## config.mk

```make
export PLATFORM = sky130hd
export DESIGN_NAME = phy_tx_scheduler
export DESIGN_NICKNAME = d
export VERILOG_FILES = /design/src/rtl/phy_tx_scheduler.sv
export SDC_FILE = /design/constraint.sdc
export NUM_CORES = 1
export LEC_CHECK = 0
export CORE_MARGIN = 5
export CORE_UTILIZATION = 37
export DETAILED_ROUTE_END_ITERATION = 8
export MAX_ROUTING_LAYER = met4
export PLACE_DENSITY = 0.72
export SLEW_MARGIN = 20
export SYNTH_ARGS = -nofsm -noshare
export SYNTH_HDL_FRONTEND = slang
export SYNTH_SLANG_ARGS = --single-unit
```

## constraint.sdc

```tcl
create_clock -name clk_8f -period 1.34 [get_ports clk_8f]
set_input_delay 0.201 -clock clk_8f [delete_from_list [all_inputs] [get_ports clk_8f]]
set_output_delay 0.201 -clock clk_8f [all_outputs]
set_load 0.05 [all_outputs]
```

## src/rtl/phy_tx_scheduler.sv

```systemverilog
// Two-lane transmit scheduler: one byte per 8-cycle frame is serialised MSB
// first on data_out. After reset a run of COM frames aligns the far end, then
// the lanes are round-robin arbitrated at every frame boundary, with IDLE
// filling frames no lane claimed.
module phy_tx_scheduler #(
    parameter int         NUM_SYNC  = 4,
    parameter logic [7:0] COM_BYTE  = 8'hBC,
    parameter logic [7:0] IDLE_BYTE = 8'h7C
) (
    input  logic       clk_8f,
    input  logic       reset,
    input  logic [7:0] in0_data,
    input  logic       in0_valid,
    output logic       in0_ready,
    input  logic [7:0] in1_data,
    input  logic       in1_valid,
    output logic       in1_ready,
    output logic       data_out,
    output logic       valid_out,
    output logic       lane_out,
    output logic [2:0] phase,
    output logic       frame_start,
    output logic       active
);

    // sync_cnt only ever counts 0..NUM_SYNC-1
    localparam int CNT_W = (NUM_SYNC > 1) ? $clog2(NUM_SYNC) : 1;
    localparam logic [CNT_W-1:0] SYNC_LAST = CNT_W'(NUM_SYNC - 1);

    typedef enum logic {
        ST_SYNC,
        ST_RUN
    } state_t;

    state_t           state_reg, state_next;
    logic [2:0]       phase_reg, phase_next;
    logic [7:0]       shift_reg, shift_next;
    logic             valid_reg, valid_next;
    logic             lane_reg, lane_next;
    logic [CNT_W-1:0] sync_cnt_reg, sync_cnt_next;
    logic             rr_ptr_reg, rr_ptr_next;

    logic [1:0] lane_valid;
    logic [7:0] lane_data [2];
    logic [1:0] lane_ready;
    logic       load_edge;
    logic       arb_en;
    logic       grant_valid;
    logic       grant_lane;

    assign lane_valid   = {in1_valid, in0_valid};
    assign lane_data[0] = in0_data;
    assign lane_data[1] = in1_data;

    // Arbitration happens on the load edge of every RUN frame and also on the
    // last COM frame, so the first data frame follows sync with no gap.
    assign load_edge = (phase_reg == 3'd7);
    assign arb_en    = load_edge && ((state_reg == ST_RUN) || (sync_cnt_reg == SYNC_LAST));

    // Pick a lane: a lone requester wins outright, a tie goes to rr_ptr.
    always_comb begin
        grant_valid = 1'b0;
        grant_lane  = 1'b0;
        if (arb_en) begin
            case (lane_valid)
                2'b01: begin
                    grant_valid = 1'b1;
                    grant_lane  = 1'b0;
                end
                2'b10: begin
                    grant_valid = 1'b1;
                    grant_lane  = 1'b1;
                end
                2'b11: begin
                    grant_valid = 1'b1;
                    grant_lane  = rr_ptr_reg;
                end
                default: begin
                    grant_valid = 1'b0;
                    grant_lane  = 1'b0;
                end
            endcase
        end
    end

    // Ready goes only to the granted lane, and never while reset is held so a
    // byte is not consumed on an edge that will discard it.
    generate
        for (genvar gi = 0; gi < 2; gi++) begin : g_ready
            assign lane_ready[gi] = reset && grant_valid && (grant_lane == (gi != 0));
        end
    endgenerate

    assign in0_ready = lane_ready[0];
    assign in1_ready = lane_ready[1];

    // Next-state logic: shift within a frame, reload on the phase-7 edge.
    always_comb begin
        state_next    = state_reg;
        phase_next    = phase_reg + 3'd1;
        shift_next    = {shift_reg[6:0], 1'b0};
        valid_next    = valid_reg;
        lane_next     = lane_reg;
        sync_cnt_next = sync_cnt_reg;
        rr_ptr_next   = rr_ptr_reg;
        if (load_edge) begin
            if (arb_en) begin
                state_next = ST_RUN;
                if (grant_valid) begin
                    shift_next  = lane_data[grant_lane];
                    valid_next  = 1'b1;
                    lane_next   = grant_lane;
                    rr_ptr_next = ~grant_lane;
                end else begin
                    shift_next = IDLE_BYTE;
                    valid_next = 1'b0;
                    lane_next  = 1'b0;
                end
            end else begin
                shift_next    = COM_BYTE;
                valid_next    = 1'b0;
                lane_next     = 1'b0;
                sync_cnt_next = sync_cnt_reg + CNT_W'(1);
            end
        end
    end

    // State registers; an active-low reset restarts the COM sequence from a
    // fresh frame, dropping any partially sent byte.
    always_ff @(posedge clk_8f) begin
        if (!reset) begin
            state_reg    <= ST_SYNC;
            phase_reg    <= 3'd0;
            shift_reg    <= COM_BYTE;
            valid_reg    <= 1'b0;
            lane_reg     <= 1'b0;
            sync_cnt_reg <= '0;
            rr_ptr_reg   <= 1'b0;
        end else begin
            state_reg    <= state_next;
            phase_reg    <= phase_next;
            shift_reg    <= shift_next;
            valid_reg    <= valid_next;
            lane_reg     <= lane_next;
            sync_cnt_reg <= sync_cnt_next;
            rr_ptr_reg   <= rr_ptr_next;
        end
    end

    assign data_out    = shift_reg[7];
    assign valid_out   = valid_reg;
    assign lane_out    = lane_reg;
    assign phase       = phase_reg;
    assign frame_start = (phase_reg == 3'd0);
    assign active      = (state_reg == ST_RUN);

endmodule
```

==> summary.md, run 1 <==
| Metric | Value |
|---|---|
| P&R area growth vs syn | `99.5%` |
| DRC | `0` |
| Die H | `between 50 and 60 um` |
| Routability cong. | `~0.76` |
| Root Buffer | `clkbuf_4` |
| Critical Path Fanout Max | `3` |
| Synth top area share | `44.4%` |
| Clock buffer depth | `2` |
| Min Tclk post-route | `roughly 1.6 ns` |
| Later-pin clock latency in the skew report | `just under 0.3 ns` |
| Synth area leaders | `dfxtp_1 (44%), ha_1 (6.5%), nand2_1 (5.9%), nand2b_1 (4.9%), nor2_1 (3.4%)` |
| VDD IR max | `roughly 0.65 mV` |
| DP HPWL | `1690 um` |
| Post-Layout Cell Count | `approximately 170` |
| Slew Viols, Final | `0` |
| Largest stage delay, worst path | `approximately 0.37 ns` |
| Register area share after synthesis | `44.4%` |
| Worst path required time | `1.14 ns` |
| Placed cell count | `between 150 and 200` |
| Cell mode on critical path | `ha_4` |
| CP arrival | `about 1.4 ns` |
| Register clock-pin slew on the reported worst setup and hold paths | `0.10 ns` |
| I/O pin count | `30` |
| Average size of a mapped cell | `between 8 and 9 um2` |
| Slew HR | `between 80% and 90%` |
| Nets | `between 150 and 200` |
| Post-synth top area cell | `dfxtp_1` |
| Largest net degree at the start of global routing | `15` |
| Clock network power share | `roughly 25%` |
| MaxCap Viol Count | `0` |
| Netlist cell types | `27` |
| Core ar. | `between 1500 and 2000 um2` |
| First drt pass iteration count | `4` |
| Max reg flops | `8` |
| PD cells | `about 730 nW/um2` |
| Clock skew | `between 0.002 and 0.003 ns` |
| Total Routing Usage GR | `around 15%` |
| Tightest Pin Transition | `about 0.18 ns` |
| Post-synth EDFFs | `0` |
| Placed Area | `roughly 1300 um2` |
| Slowest CP cell | `dfxtp_4` |
| Fraction of registers with async set/reset | `0%` |
| Mux cell area share after synthesis | `1.31%` |
| Cell breakdown of the critical path | `ha_4, ha_4, o21a_4, and3_4, buf_12` |
| Mapped Area | `766 um2` |
| Wire length per cell | `about 14 um` |
| P_leak | `0.594 nW` |
| Width of the die | `between 50 and 60 um` |
| Crit end category | `output pin` |
| Worst setup SP type | `register` |
| Die area | `3080 um2` |
| Area occupied by multi-input gates | `around 550 um2` |
| Total design power | `0.00111 W` |
| # diodes | `0` |
| Sw Share | `27.4%` |
| Max Fclk | `slightly above 0.6 GHz` |
| Final setup viols | `10` |
| Simple-Gate Fraction of Synth Area | `approximately 25%` |
| Main combinational cell family by area after synthesis | `simple AND/OR/NAND/NOR gates` |
| Vias in the first global route | `833` |
| Post-route design area | `1530 um2` |
| Number of DRC markers in iteration 0 | `5` |
| Synth Area in Adders | `under 10%` |
| P_int | `just over 0.0008 W` |
| Yosys reg bits | `17` |
| RSZ-0062 raised after global routing | `yes` |
| Sw Pwr | `between 0.0003 and 0.0004 W` |
| TritonCTS clock tree | `yes` |
| H-tree levels | `1` |
| CP Class | `reg2out` |
| Synth cell count leaders | `dfxtp_1 (17), nand2_1 (12), nor2_1 (7)` |
| Grt ovf | `0` |
| ANT nets after route | `0` |
| Post-route core utilization | `slightly below 80%` |
| Initial antenna violation count | `0` |
| Fin crit share | `120%` |
| Yosys warns | `0` |
| Min-delay worst type | `reg2reg` |
| First-pass GRT wire length | `about 3700 um` |
| Fin. Hold Viols | `0` |
| Clk sinks | `17` |
| Part of the power in combinational logic | `27.1%` |
| Fill cells | `approximately 130` |
| Synth Area in XOR/XNOR | `about 1.1%` |
| Vias/cell | `4.88` |
| Placement Rows | `16` |
| Synth Area in Compound Gates | `17.5%` |
| Sequential share of power | `between 40 and 50%` |
| Vias | `805` |
| TritonCTS Buffers | `3` |
| Final wirelength | `2330 um` |
| Failing checks | `setup timing` |
| Sequential standard cell area | `between 300 and 400 um2` |
| Status | `finished, violations left` |
| Initial Util | `just under 40%` |
| Cells after Synth | `88` |
| Share of cells above drive strength 1 | `44.2%` |
| Cts-stage hold buffer count | `0` |
| Count leader, synth | `dfxtp_1` |
| Net Count, Synth | `between 100 and 150` |
| Setup WS post-layout | `-0.273 ns` |
| Main synth FF type | `dfxtp_1` |
| # port buffers | `29` |
power by group through the flow:
| stage | sequential [W] | clock [W] | combinational, W |
|---|---|---|---|
| floorplan | 0.000578 | 0 | 0.0000702 |
| global placement | 0.000545 | 0 | 0.000256 |
| detailed placement | 0.000546 | 0 | 0.000261 |
| CTS | 0.000534 | 0.000282 | 0.000271 |
| global route | 0.000538 | 0.000309 | 0.000321 |
| finish | 0.000536 | 0.000275 | 0.000302 |
layer usage:
metal | share of wire, % | wire length, um | vias to the layer above | global-route usage [%]
met4 | 1.9 | 44 | 0 | 4.17
met2 | 52 | 1220 | 19 | 28.4
li1 | - | - | 402 | -
met3 | 4.0 | 93 | 6 | 3.50
met1 | 42 | 967 | 378 | 16.4
met5 | 0 | 0 | - | -
worst max-delay path: cells and delay by family, from the launching register on:
family,cells,cell delay (ns)
DFF,1,0.37
adders and majority gates,2,0.33
and+or+nand+nor,1,0.17
buffers and inverters,1,0.14
AOI/OAI and AO/OA,1,0.11
what timing repair did:
| action | 4_1_cts | 5_1_grt |
|---|---|---|
| gates cloned | 0 | 0 |
| resized for setup | 12 | 18 |
| hold endpoints to repair | 0 | 0 |
| endpoints found under the setup margin | 11 | 16 |
| pin swaps | 4 | 9 |
| setup buffers | 4 | 4 |
cell families after synthesis:
kind of cell / after synthesis
and+or+nand+nor: 38
AOI/OAI and AO/OA: 20
DFF: 17
buffers and inverters: 7
adders and majority gates: 4
xor gates and xnor gates: 1
muxes: 1
per-stage QoR:
step                setup WS [ns]  hold slack [ns]  setup TNS [ns]
floorplan                  -0.251            0.341           -1.05
global placement           -0.250            0.423           -1.75
detailed placement         -0.292            0.439           -2.36
CTS                        -0.273            0.455          -0.871
global route               -0.322            0.477           -1.73
finish                     -0.273            0.469          -0.960
final cells by class:
cell class	count	area share, %
repair buffers	49	36.0
inverters	4	1.15
well taps	27	2.21
multi-input cells	64	36.0
clock buffers	4	1.72
flip-flops and latches	17	22.9
path summary, 6_finish.rpt:
check | start | cells past startpoint | slack, ns | end
hold reg to reg | shift_reg[0] | 2 | 0.47 | shift_reg[1]
setup reg to reg | phase[1] | 7 | -0.07 | shift_reg[1]
hold / removal | shift_reg[0] | 2 | 0.47 | shift_reg[1]
setup / recovery | phase[1] | 5 | -0.27 | in1_ready
placed cells by master, fill, tap and decap left out, types with 3 or more instances in the layout:
cell              n
clkdlybuf4s50_1  18
nand2_1          10
nor2b_1           3
buf_6             3
nor2_1            4
clkbuf_4          3
and2_1            3
ha_4              4
buf_12           10
a31oi_1           4
o21ai_0           3
buf_4            17
dfxtp_1          13
nand2b_1          5
Power figures use the tool's default switching activity.
==> run 2: changes to the inputs <==
SLEW_MARGIN = default   (was 20)
==> results of run 2 <==
The final DEF is identical to that of run 1; final timing and power are the same.
==> run 3: changes to the inputs <==
--- a/config.mk
+++ b/config.mk
@@ -7,2 +7,3 @@
 export LEC_CHECK = 0
+export CORE_ASPECT_RATIO = 1.25
 export CORE_MARGIN = 5
==> constraint.sdc (replaced) <==
create_clock -name clk_8f -period 1.34 [get_ports clk_8f]
set_input_delay 0.335 -clock clk_8f [delete_from_list [all_inputs] [get_ports clk_8f]]
set_output_delay 0.335 -clock clk_8f [all_outputs]
set_load 0.05 [all_outputs]
==> summary.md, run 3 (synthesis gave the netlist of run 1 again) <==
| Metric | Value |
|---|---|
| DP HPWL | `1630 um (-3.5%)` |
| Sw Share | `27.4% (+0.035 points)` |
| CP arrival | `1.47 ns (+0.06 ns)` |
| # diodes | `0 (unchanged)` |
| DRC | `0 (unchanged)` |
| Total Routing Usage GR | `15.4% (about the same)` |
| P&R area growth vs syn | `102%` |
| Sequential standard cell area | `352 um2 (+0.36%)` |
| CP Class | `reg2out` |
| Clock skew | `0.0139 ns (+0.0113 ns)` |
| Post-route setup TNS | `-2.70 ns (-1.74 ns)` |
| First drt pass iteration count | `4 (unchanged)` |
| GR Util met2 | `29.1% (+0.70 points)` |
| Worst path required time | `1.00 ns (-0.14 ns)` |
| First-pass GRT wire length | `3480 um (-7.0%)` |
| Crit end category | `output pin` |
| Die H | `60.9 um (+9.7%)` |
| Fill cells | `140 (+5.3%)` |
| Vias in the first global route | `842 (+1.1%)` |
| Largest net degree at the start of global routing | `15 (unchanged)` |
| Slew Viols, Final | `0 (unchanged)` |
| Clock buffer depth | `2 (unchanged)` |
| Later-pin clock latency in the skew report | `0.30 ns (about the same)` |
| I/O pin count | `30 (unchanged)` |
| Min Tclk post-route | `1.80 ns (+0.190 ns)` |
| Critical Path Fanout Max | `3 (unchanged)` |
| Area occupied by multi-input gates | `543 um2 (-1.1%)` |
| Max reg flops | `8 (unchanged)` |
| Clk sinks | `17 (unchanged)` |
| Cts-stage hold buffer count | `0 (unchanged)` |
| Worst setup SP type | `register` |
| Vias/cell | `5.03 (+3.1%)` |
| Tightest Pin Transition | `0.200 ns (+0.0185 ns)` |
| Width of the die | `50.7 um (-8.7%)` |
| Slew HR | `86.5% (-1.1 points)` |
| Register clock-pin slew on the reported worst setup and hold paths | `0.10 ns (about the same)` |
| Fin crit share | `135% (+14 points)` |
| Final wirelength | `2250 um (-3.3%)` |
| P_leak | `0.622 nW (+4.7%)` |
| DP Worst Slack | `-0.469 ns (-0.176 ns)` |
| Global-route met1 utilization | `14.4% (-2.0 points)` |
| Nets | `165 (+1.2%)` |
| Vias | `805 (unchanged)` |
| Max Fclk | `0.555 GHz (-11%)` |
| VDD IR max | `0.501 mV (-23%)` |
| P_int | `0.000810 W (+0.26%)` |
| Grt met3 use | `4.18% (+0.68 points)` |
| Failing checks | `setup timing` |
| Initial Util | `38.6% (-0.39 points)` |
| Fin. Hold Viols | `0 (unchanged)` |
| Setup WS post-layout | `-0.463 ns (-0.190 ns)` |
| ANT nets after route | `0 (unchanged)` |
| MaxCap Viol Count | `0 (unchanged)` |
| Sequential share of power | `47.9% (-0.3 points)` |
| PD cells | `721 nW/um2 (-1.1%)` |
| Most frequent cells in the layout | `clkdlybuf4s50_1 (16), buf_4 (14), dfxtp_1 (12)` |
| Initial antenna violation count | `0 (unchanged)` |
| Wire length per cell | `14.1 um (-0.24%)` |
| Placed cell count | `150 (-3.2%)` |
| Placement Rows | `18 (+2)` |
| H-tree levels | `1 (unchanged)` |
| Routability cong. | `0.836 (+9.6%)` |
| Min-delay worst type | `reg2reg` |
| Post-Layout Cell Count | `160 (-3.0%)` |
| Worst hold-check slack | `0.469 ns (-0.000197 ns)` |
| Share of cells above drive strength 1 | `46.4% (+2.2 points)` |
| Core ar. | `1980 um2 (+1.0%)` |
| Number of DRC markers in iteration 0 | `9 (+4)` |
| TritonCTS clock tree | `yes` |
| GR peak layer | `met2` |
| TritonCTS Buffers | `3 (unchanged)` |
| Most common cell after layout, fill and taps aside | `clkdlybuf4s50_1` |
| Grt ovf | `0 (unchanged)` |
| # port buffers | `29 (unchanged)` |
| Sw Pwr | `0.000306 W (+0.44%)` |
| Status | `finished, violations left` |
| Final setup viols | `15 (+5)` |
| Root Buffer | `clkbuf_4` |
| Part of the power in combinational logic | `27.2% (about the same)` |
| Die area | `3080 um2 (+0.19%)` |
| RSZ-0062 raised after global routing | `yes` |
| Clock network power share | `24.9% (about the same)` |
## run 3: final timing paths
| path | to | slack [ns] | depth (start not counted) | startpoint |
|---|---|---|---|---|
| min | shift_reg[7] | 0.47 | 2 | shift_reg[6] |
| max | in1_ready | -0.46 | 5 | phase[1] |
| min reg2reg | shift_reg[7] | 0.47 | 2 | shift_reg[6] |
| max reg2reg | shift_reg[1] | -0.20 | 8 | phase[1] |
## run 3: final cells by class
class	instances	area share (%)
inverters	4	1.13
flip-flops and latches	17	22.7
repair buffers	51	37.8
multi-input cells	64	35.1
well taps	20	1.62
clock buffers	4	1.70
## run 3: timing repair
item | in CTS | in global routing
endpoints found under the setup margin | 13 | 16
cloned | 0 | 0
buffers inserted | 3 | 4
resized for setup | 18 | 22
pin swaps | 1 | 9
## run 3: worst max-delay path, cell delays in order (launching register included)
cell	delay, ns
dfxtp_4	0.38
ha_4	0.14
ha_4	0.15
o21a_1	0.16
and3_4	0.20
buf_12	0.13
## run 3: routing by layer
| layer | share of wire, % | routed length [um] |
|---|---|---|
| met5 | 0 | 0 |
| met4 | 2.9 | 65 |
| met3 | 5.9 | 132 |
| met2 | 55 | 1240 |
| met1 | 36 | 812 |
## run 3: metrics by stage
stage / utilization [%] / total power (W) / area [um2]
4_1_cts: 73.0 / 0.00111 / 1450
6_report: 78.2 / 0.00112 / 1550
5_1_grt: 78.2 / 0.00117 / 1550
2_1_floorplan: - / 0.000649 / 836
3_3_place_gp: 68.1 / 0.000801 / 1350
3_5_place_dp: 68.1 / 0.000808 / 1350
## run 3: power groups by stage
stage	logic (W)	clock network, W	registers (W)
floorplan	0.0000702	0	0.000578
global placement	0.000257	0	0.000544
detailed placement	0.000261	0	0.000546
CTS	0.000291	0.000283	0.000535
global route	0.000321	0.000312	0.000537
finish	0.000304	0.000278	0.000535
